$ cat src/rtl/fpga_core_2x2_fabric_if.sv
// fpga_core_2x2_fabric_if: user I/O and both configuration scan chains of the 2x2 fabric
interface fpga_core_2x2_fabric_if;
    logic [3:0] fpga_in;
    logic [3:0] fpga_out;
    logic       clb_scan_in;
    logic       clb_scan_en;
    logic       clb_scan_out;
    logic       conn_scan_in;
    logic       conn_scan_en;
    logic       conn_scan_out;

    modport master (
        output fpga_in, clb_scan_in, clb_scan_en, conn_scan_in, conn_scan_en,
        input  fpga_out, clb_scan_out, conn_scan_out
    );

    modport slave (
        input  fpga_in, clb_scan_in, clb_scan_en, conn_scan_in, conn_scan_en,
        output fpga_out, clb_scan_out, conn_scan_out
    );
endinterface

$ cat src/rtl/fpga_core_2x2_fabric.sv
// fpga_core_2x2_fabric: 2x2 LUT4 island fabric with scan-loaded CLB and routing config
// Defining FPGA_CORE_FF_INIT_EN adds a per-CLB init bit that the reset loads into the CLB flip-flop.
module fpga_core_2x2_fabric (
    input logic                   clk,
    input logic                   reset,
    fpga_core_2x2_fabric_if.slave bus
);
`ifdef FPGA_CORE_FF_INIT_EN
    localparam int CLB_W = 18;
`else
    localparam int CLB_W = 17;
`endif
    localparam int CLB_LEN  = 4 * CLB_W;
    localparam int CONN_LEN = 80;

    logic [CLB_LEN-1:0]  clb_cfg;
    logic [CONN_LEN-1:0] conn_cfg;
    logic [3:0]          ff;
    logic [3:0]          lut;
    logic [3:0]          ff_init;
    logic [3:0]          reg_sel;
    logic [3:0][15:0]    tt;
    logic [15:0]         out_src;

    assign bus.clb_scan_out  = clb_cfg[0];
    assign bus.conn_scan_out = conn_cfg[0];

    for (genvar k = 0; k < 4; k++) begin : g_clb
        assign tt[k]      = clb_cfg[CLB_W*k +: 16];
        assign reg_sel[k] = clb_cfg[CLB_W*k + 16];
`ifdef FPGA_CORE_FF_INIT_EN
        assign ff_init[k] = clb_cfg[CLB_W*k + 17];
`else
        assign ff_init[k] = 1'b0;
`endif
    end

    // CLB outputs are resolved through four unrolled evaluation levels instead of a
    // feedback net: any legal (acyclic) routing is at most four CLBs deep, so level 3
    // is exact, and the netlist stays free of structural combinational loops.
    for (genvar i = 0; i < 4; i++) begin : g_lvl
        logic [3:0]  prev;
        logic [3:0]  o;
        logic [15:0] src;
        if (i == 0) begin : g_seed
            assign prev = '0;
        end else begin : g_chain
            assign prev = g_lvl[i-1].o;
        end
        // codes: 0-3 fpga_in, 4-7 CLB outputs, 8 const 0, 9 const 1, 10-15 const 0
        assign src = {6'b0, 2'b10, prev, bus.fpga_in};
        for (genvar k = 0; k < 4; k++) begin : g_k
            logic [3:0] pin;
            for (genvar p = 0; p < 4; p++) begin : g_p
                assign pin[p] = src[conn_cfg[4*(4*k+p) +: 4]];
            end
            assign o[k] = reg_sel[k] ? ff[k] : tt[k][pin];
            if (i == 3) begin : g_lut
                assign lut[k] = tt[k][pin];
            end
        end
    end

    assign out_src = {6'b0, 2'b10, g_lvl[3].o, bus.fpga_in};

    for (genvar j = 0; j < 4; j++) begin : g_out
        assign bus.fpga_out[j] = out_src[conn_cfg[64 + 4*j +: 4]];
    end

    // Scan chains shift toward bit 0 independently; configuration is never reset.
    always_ff @(posedge clk) begin
        if (bus.clb_scan_en)
            clb_cfg <= {bus.clb_scan_in, clb_cfg[CLB_LEN-1:1]};
        if (bus.conn_scan_en)
            conn_cfg <= {bus.conn_scan_in, conn_cfg[CONN_LEN-1:1]};
    end

    // CLB flip-flops: async reset to their init value, frozen while either chain shifts.
    always_ff @(posedge clk or negedge reset) begin
        if (!reset)
            ff <= ff_init;
        else if (!bus.clb_scan_en && !bus.conn_scan_en)
            ff <= lut;
    end
endmodule

$ cat src/flat_wrapper.sv
// flat-port wrapper written by rule: the top's interface ports become plain ports
module fpga_core_2x2_fabric_flat 
  (clk, reset, bus_fpga_in, bus_clb_scan_in, bus_clb_scan_en, bus_conn_scan_in, bus_conn_scan_en, bus_fpga_out, bus_clb_scan_out, bus_conn_scan_out);
  fpga_core_2x2_fabric_if bus_i ();
  input logic clk;
  input logic reset;
  input wire logic [$bits(bus_i.fpga_in)-1:0] bus_fpga_in;
  input wire logic [$bits(bus_i.clb_scan_in)-1:0] bus_clb_scan_in;
  input wire logic [$bits(bus_i.clb_scan_en)-1:0] bus_clb_scan_en;
  input wire logic [$bits(bus_i.conn_scan_in)-1:0] bus_conn_scan_in;
  input wire logic [$bits(bus_i.conn_scan_en)-1:0] bus_conn_scan_en;
  output wire logic [$bits(bus_i.fpga_out)-1:0] bus_fpga_out;
  output wire logic [$bits(bus_i.clb_scan_out)-1:0] bus_clb_scan_out;
  output wire logic [$bits(bus_i.conn_scan_out)-1:0] bus_conn_scan_out;
  assign bus_i.fpga_in = bus_fpga_in;
  assign bus_i.clb_scan_in = bus_clb_scan_in;
  assign bus_i.clb_scan_en = bus_clb_scan_en;
  assign bus_i.conn_scan_in = bus_conn_scan_in;
  assign bus_i.conn_scan_en = bus_conn_scan_en;
  assign bus_fpga_out = bus_i.fpga_out;
  assign bus_clb_scan_out = bus_i.clb_scan_out;
  assign bus_conn_scan_out = bus_i.conn_scan_out;
  fpga_core_2x2_fabric u_core (.clk(clk), .reset(reset), .bus(bus_i));
endmodule
$ cat config.mk
export PLATFORM = sky130hd
export DESIGN_NAME = fpga_core_2x2_fabric_flat
export DESIGN_NICKNAME = d
export VERILOG_FILES = /design/src/rtl/fpga_core_2x2_fabric_if.sv /design/src/rtl/fpga_core_2x2_fabric.sv /design/src/flat_wrapper.sv
export SDC_FILE = /design/constraint.sdc
export NUM_CORES = 1
export LEC_CHECK = 0
export CORE_MARGIN = 1.5
export CORE_UTILIZATION = 60
export CTS_CLUSTER_DIAMETER = 60
export CTS_CLUSTER_SIZE = 12
export DETAILED_ROUTE_END_ITERATION = 6
export HOLD_SLACK_MARGIN = 0.08
export PLACE_DENSITY_LB_ADDON = 0.12
export SLEW_MARGIN = 20
export SYNTH_ARGS = -nofsm -noshare
export SYNTH_HDL_FRONTEND = slang
export SYNTH_SLANG_ARGS = --single-unit
export TNS_END_PERCENT = 5
$ cat constraint.sdc
create_clock -name clk -period 13.85 [get_ports clk]
set_clock_uncertainty 0.05 [all_clocks]
set_input_delay 2.77 -clock clk [delete_from_list [all_inputs] [get_ports clk]]
set_output_delay 2.77 -clock clk [all_outputs]
set_load 0.05 [all_outputs]
# After elaboration in Yosys (flattened, before gate mapping)
# Cells that the tools add are included.
dict set report totals {
  word_cells 226
  regBits 152
}
dict set report classes {
  n_reduce_logical 3
  mux 184
  magnitude_cmp 36
}
# cell n
set op_table {}
lappend op_table {{$bmux W1 S4} 84}
lappend op_table {{$lt A4 B5 Y1 const B} 36}
lappend op_table {{$mux W1} 100}
lappend op_table {{$logic_not A1 Y1} 2}
lappend op_table {{$logic_and A1 B1 Y1} 1}

# Depth between registers and ports, before layout
dict set report depth {
  depth_word 22
  mapped_depth 32
  ltp_nobuf 26
}

# Worst setup path after synthesis
# Ideal clock, no wire load.
dict set report synth_timing {
  path_kind {input-to-output}
  start {input bus_fpga_in[2]}
  end {output bus_fpga_out[0]}
  t_arrival_ps 10337
  t_required_ps 11030
  setup_slack_ps 693
  stages 28
  path_cell_list {buf_4 > mux2i_1 > or4_4 > nand2_1 > o41ai_1 > or4_4 > a31oi_4 > mux2i_1 > o221ai_1 > mux4_1 > a32oi_2 > a41oi_4 > mux4_2 > a21o_1 > a2111oi_0 > nor3_1 > a211oi_2 > buf_2 > nand2_1 > o2111a_1 > a311o_1 > buf_2 > mux2i_1 > mux2i_1 > mux2i_1 > a221oi_1 > nand2_1 > a221oi_1}
}
dict set report synth_between {
  elab_chain_cells 22
  elab_cells_between_ends 178
}
# element line_no
set synth_rtl {}
lappend synth_rtl {{start: declaration} flat_wrapper.sv:7} ;# input wire logic [$bits(bus_i.fpga_in)-1:0] bus_fpga_in;
lappend synth_rtl {{$bmux W1 S4} fpga_core_2x2_fabric.sv:55} ;# assign pin[p] = src[conn_cfg[4*(4*k+p) +: 4]];
lappend synth_rtl {{$mux W1 (implied by the code)} fpga_core_2x2_fabric.sv:55}
lappend synth_rtl {{$bmux W1 S4} fpga_core_2x2_fabric.sv:57} ;# assign o[k] = reg_sel[k] ? ff[k] : tt[k][pin];
lappend synth_rtl {{$mux W1 (implied by the code)} fpga_core_2x2_fabric.sv:57}
lappend synth_rtl {{$mux W1} fpga_core_2x2_fabric.sv:57}
lappend synth_rtl {{$bmux W1 S4} fpga_core_2x2_fabric.sv:55}
lappend synth_rtl {{$mux W1 (implied by the code)} fpga_core_2x2_fabric.sv:55}
lappend synth_rtl {{$bmux W1 S4} fpga_core_2x2_fabric.sv:57}
lappend synth_rtl {{(+6 left out)} --}
lappend synth_rtl {{$mux W1} fpga_core_2x2_fabric.sv:57}
lappend synth_rtl {{$bmux W1 S4} fpga_core_2x2_fabric.sv:55}
lappend synth_rtl {{$mux W1 (implied by the code)} fpga_core_2x2_fabric.sv:55}
lappend synth_rtl {{$bmux W1 S4} fpga_core_2x2_fabric.sv:57}
lappend synth_rtl {{$mux W1 (implied by the code)} fpga_core_2x2_fabric.sv:57}
lappend synth_rtl {{$mux W1} fpga_core_2x2_fabric.sv:57}
lappend synth_rtl {{$bmux W1 S4 *} fpga_core_2x2_fabric.sv:67} ;# assign bus.fpga_out[j] = out_src[conn_cfg[64 + 4*j +: 4]];
lappend synth_rtl {{$mux W1 (implied by the code) *} fpga_core_2x2_fabric.sv:67}
lappend synth_rtl {{end: declaration} flat_wrapper.sv:12} ;# output wire logic [$bits(bus_i.fpga_out)-1:0] bus_fpga_out;
# Mark *: on every way between the ends. The rest lies on a longest branch, timed or not. The select of a mux whose other input is x is not followed.

# Worst setup path after layout
dict set report layout_timing {
  start {input bus_fpga_in[0]}
  end {output bus_fpga_out[2]}
}
# The elaborated chain is that of the path after synthesis.

==> flow_summary_export.csv <==
group,metric,value,unit
setup_path,worstSetupStartpointType,"input port",
route,vias_per_cell,7.574,
logic_synthesis,synth_top_family_by_area,"compound AO/OA/AOI/OAI gates",
grt,met2_usage,0.6025,
logic_synthesis,synth_edf_count,148,
clock_tree,path_clk_slew,0.06,ns
timing,tightest_slew,1.034,ns
final_layout,antennaDiodeCount,0,
final_layout,utilization,0.7506,
grt,antenna_found_initial,2,
logic_synthesis,synth_compound_area_frac,0.2830,
timing,min_period,13.66,ns
logic_synthesis,synth.distinct_cells,108,
power,finalPower,1.739,mW
outcome,violations,"design-rule violations",
timing,setup-tns-final,0,ns
min_path,hold_path_class,"flip-flop to flip-flop",
grt,grt_pass1_wl,61760,um
route,via_count,11929,
route,finalWirelength,42580,um
die,io_pins,16,
timing,fmax,73.22,MHz
clock_tree,clockBufferDepth,2,
flow_run,drv_cap,0,
logic_synthesis,netlist_area,11720,um2
final_layout,drive_above_1_share,0.2639,
die,fp.dieH,142.8,um
final_layout,fill_cells,1346,
logic_synthesis,yosys_warnings,0,
die,die_x,142.8,um
logic_synthesis,synth_area_leaders,"edfxtp_1 (38%), mux2i_1 (5.8%), nor2_1 (2.7%)",
grt,overflow,0,
logic_synthesis,synth_top_area_share,0.3791,
final_layout,finalNonFillerCells,1575,
setup_path,worstSetupPathType,"input port to output pin",
grt,grt_max_degree,69,
setup_path,setup.worst_path.end_class,"output pin",
final_layout,layout_commonest_cell,"edfxtp_1",
logic_synthesis,ys_ff_latch,152,
route,firstDrtPassIters,7,
power,powerDensity,122.2,nW/um2
placement,place_hpwl,29960,um
timing,slew_headroom,0.3084,
logic_synthesis,syn_area_per_cell,9.943,um2
die,core_area,18960,um2
grt,busiest_layer,"met2",
timing,final.period_utilization,0.9861,
power,ir_drop,0.00008374,V
die,num_rows,50,
setup_path,worstPathArrival,10.84,ns
power,leakage,5.254,nW
grt,grt_pass1_vias,10781,
logic_synthesis,syn-num-nets,1189,
logic_synthesis,synthCells,1179,
logic_synthesis,synth_top_cell_by_area,"edfxtp_1",
clock_tree,cts-htree-levels,4,
timing,report.final.setup_viol,0,
grt,met1_usage,0.5399,
clock_tree,cts_tree,"done",
logic_synthesis,async_flop_share,0.02632,
timing,rsz0062_at_grt,"no",
placement,place_area,12900,um2
final_layout,fin_area,14230,um2
logic_synthesis,synth.area.mux_share,0.1045,
route,final_antenna_net_count,0,
grt,grt_usage,0.4038,
setup_path,crit_fanout,11,
logic_synthesis,synth-simple-area-share,0.1875,
clock_tree,clkLatencyLatePin,0.45,ns
grt,use_met3,0.1013,
final_layout,final_cell_mix,"edfxtp_1 (148), buf_4 (133), nor2_1 (81)",
die,initial_core_util,0.6184,
route,drc_errors,14,
setup_path,crit_path_frequent_cell,"buf_4",
outcome,status,"finished, violations left",
logic_synthesis,synth_xor_area_frac,0,
clock_tree,cts_sinks,152,
final_layout,syn2layout_area_growth,21.38,%
logic_synthesis,synthFlopType,"edfxtp_1",
die,dieArea,20380,um2
clock_tree,numCtsBuffers,17,
setup_path,slowest_delay,0.64,ns
setup_path,cp.required,11.03,ns
placement,numPortBuffers,15,
route,wl_per_cell,27.04,um
route,drt-initial-drc-count,1782,
clock_tree,cts-root-buf,"clkbuf_16",
timing,final_max_slew_viol_count,0,
placement,gp_congestion,1.019,
logic_synthesis,synth.yosys.seq_area_share,0.3877,
timing,hold_violations,0,
placement,dp.cells,1523,
logic_synthesis,synth_fa_ha_area_frac,0,
final_layout,final_nets,1312,
setup_path,crit_slowest_cell,"or4_4",
## area by class of cell
type	count	area (um2)	share of cell area
clock buffer	20	436.7	0.03069
inverter	51	191.4	0.01345
tap	260	325.3	0.02286
sequential	152	4544	0.3194
multi-input combinational	926	7282	0.5118
timing repair buffer	154	1323	0.09295
clock inverter	12	126.4	0.008881
## critical path: cells and delay by family
family / cells / cell delay [ns]
AO/OA/AOI/OAI: 14 / 2.98
AND/OR/NAND/NOR: 5 / 1.79
buffers and inverters: 7 / 1.31
multiplexers: 7 / 1.93
## kinds of logic after synthesis
logic type      Yosys count
flops                   152
compound gates          418
mux                     104
buf+inv                 101
simple gates            404
## through the flow
stage,setup slack [ns],hold slack [ns]
4_1_cts,0.003219,0.4025
6_report,0.1930,0.4039
2_1_floorplan,0.6933,0.3706
3_3_place_gp,-0.2495,0.3864
3_5_place_dp,-0.2905,0.3873
5_1_grt,0.07215,0.4141
## routing by layer
| metal | part of all wire | vias to the layer above |
|---|---|---|
| met3 | 0.13 | 261 |
| met5 | 0.00038 | - |
| met4 | 0.063 | 2 |
| met2 | 0.43 | 1030 |
| li1 | - | 5043 |
| met1 | 0.38 | 5593 |
## timing repair
| item | 4_1_cts | 5_1_grt |
|---|---|---|
| resized for setup | 16 | 98 |
| buffers inserted | 5 | 12 |
| pin swaps | 5 | 27 |
| hold buffers | 0 | 0 |
| setup endpoints to repair | 4 | 4 |
| cloned | 0 | 3 |
## flip-flops by register name, summed over array words and instances (netlist names)
signal / flops
u_core.clb_cfg: 68
u_core.conn_cfg: 80
u_core.ff: 4
## Yosys cell counts, types with 9 or more instances
library cell / number
and2_1: 22
nor3_1: 37
a221oi_1: 14
a22oi_1: 11
a211oi_1: 37
o21ai_0: 48
clkbuf_1: 24
o22ai_1: 10
a211o_1: 21
mux2_2: 19
mux2i_1: 68
nor2b_1: 14
o211ai_1: 25
a21oi_1: 58
edfxtp_1: 148
nor4_1: 13
a21o_1: 13
inv_1: 50
nand2b_1: 22
a31oi_1: 12
mux4_2: 11
nand2_1: 65
buf_2: 17
nor2_1: 85
nand3b_1: 13
or3_1: 13
nand3_1: 39
and3_1: 17
a2111oi_2: 9
## power by group
part | internal (mW) | switching (mW) | total [mW]
registers | 0.541 | 0.0533 | 0.594
logic | 0.288 | 0.391 | 0.680
clock network | 0.264 | 0.201 | 0.465
total | 1.09 | 0.646 | 1.74
## path summary, 6_finish.rpt
path | start | slack, ns | end | cells after the start
hold reg to reg | u_core.clb_cfg[21] | 0.40 | u_core.clb_cfg[20] | 0
max in group asynchronous | reset | 10.77 | u_core.ff[1] | 1
min in group asynchronous | reset | 2.62 | u_core.ff[0] | 1
setup reg to reg | u_core.conn_cfg[49] | 5.65 | u_core.ff[0] | 27
setup / recovery | bus_fpga_in[0] | 0.19 | bus_fpga_out[2] | 33
hold / removal | u_core.clb_cfg[21] | 0.40 | u_core.clb_cfg[20] | 0
(Power assumes the default switching activity.)
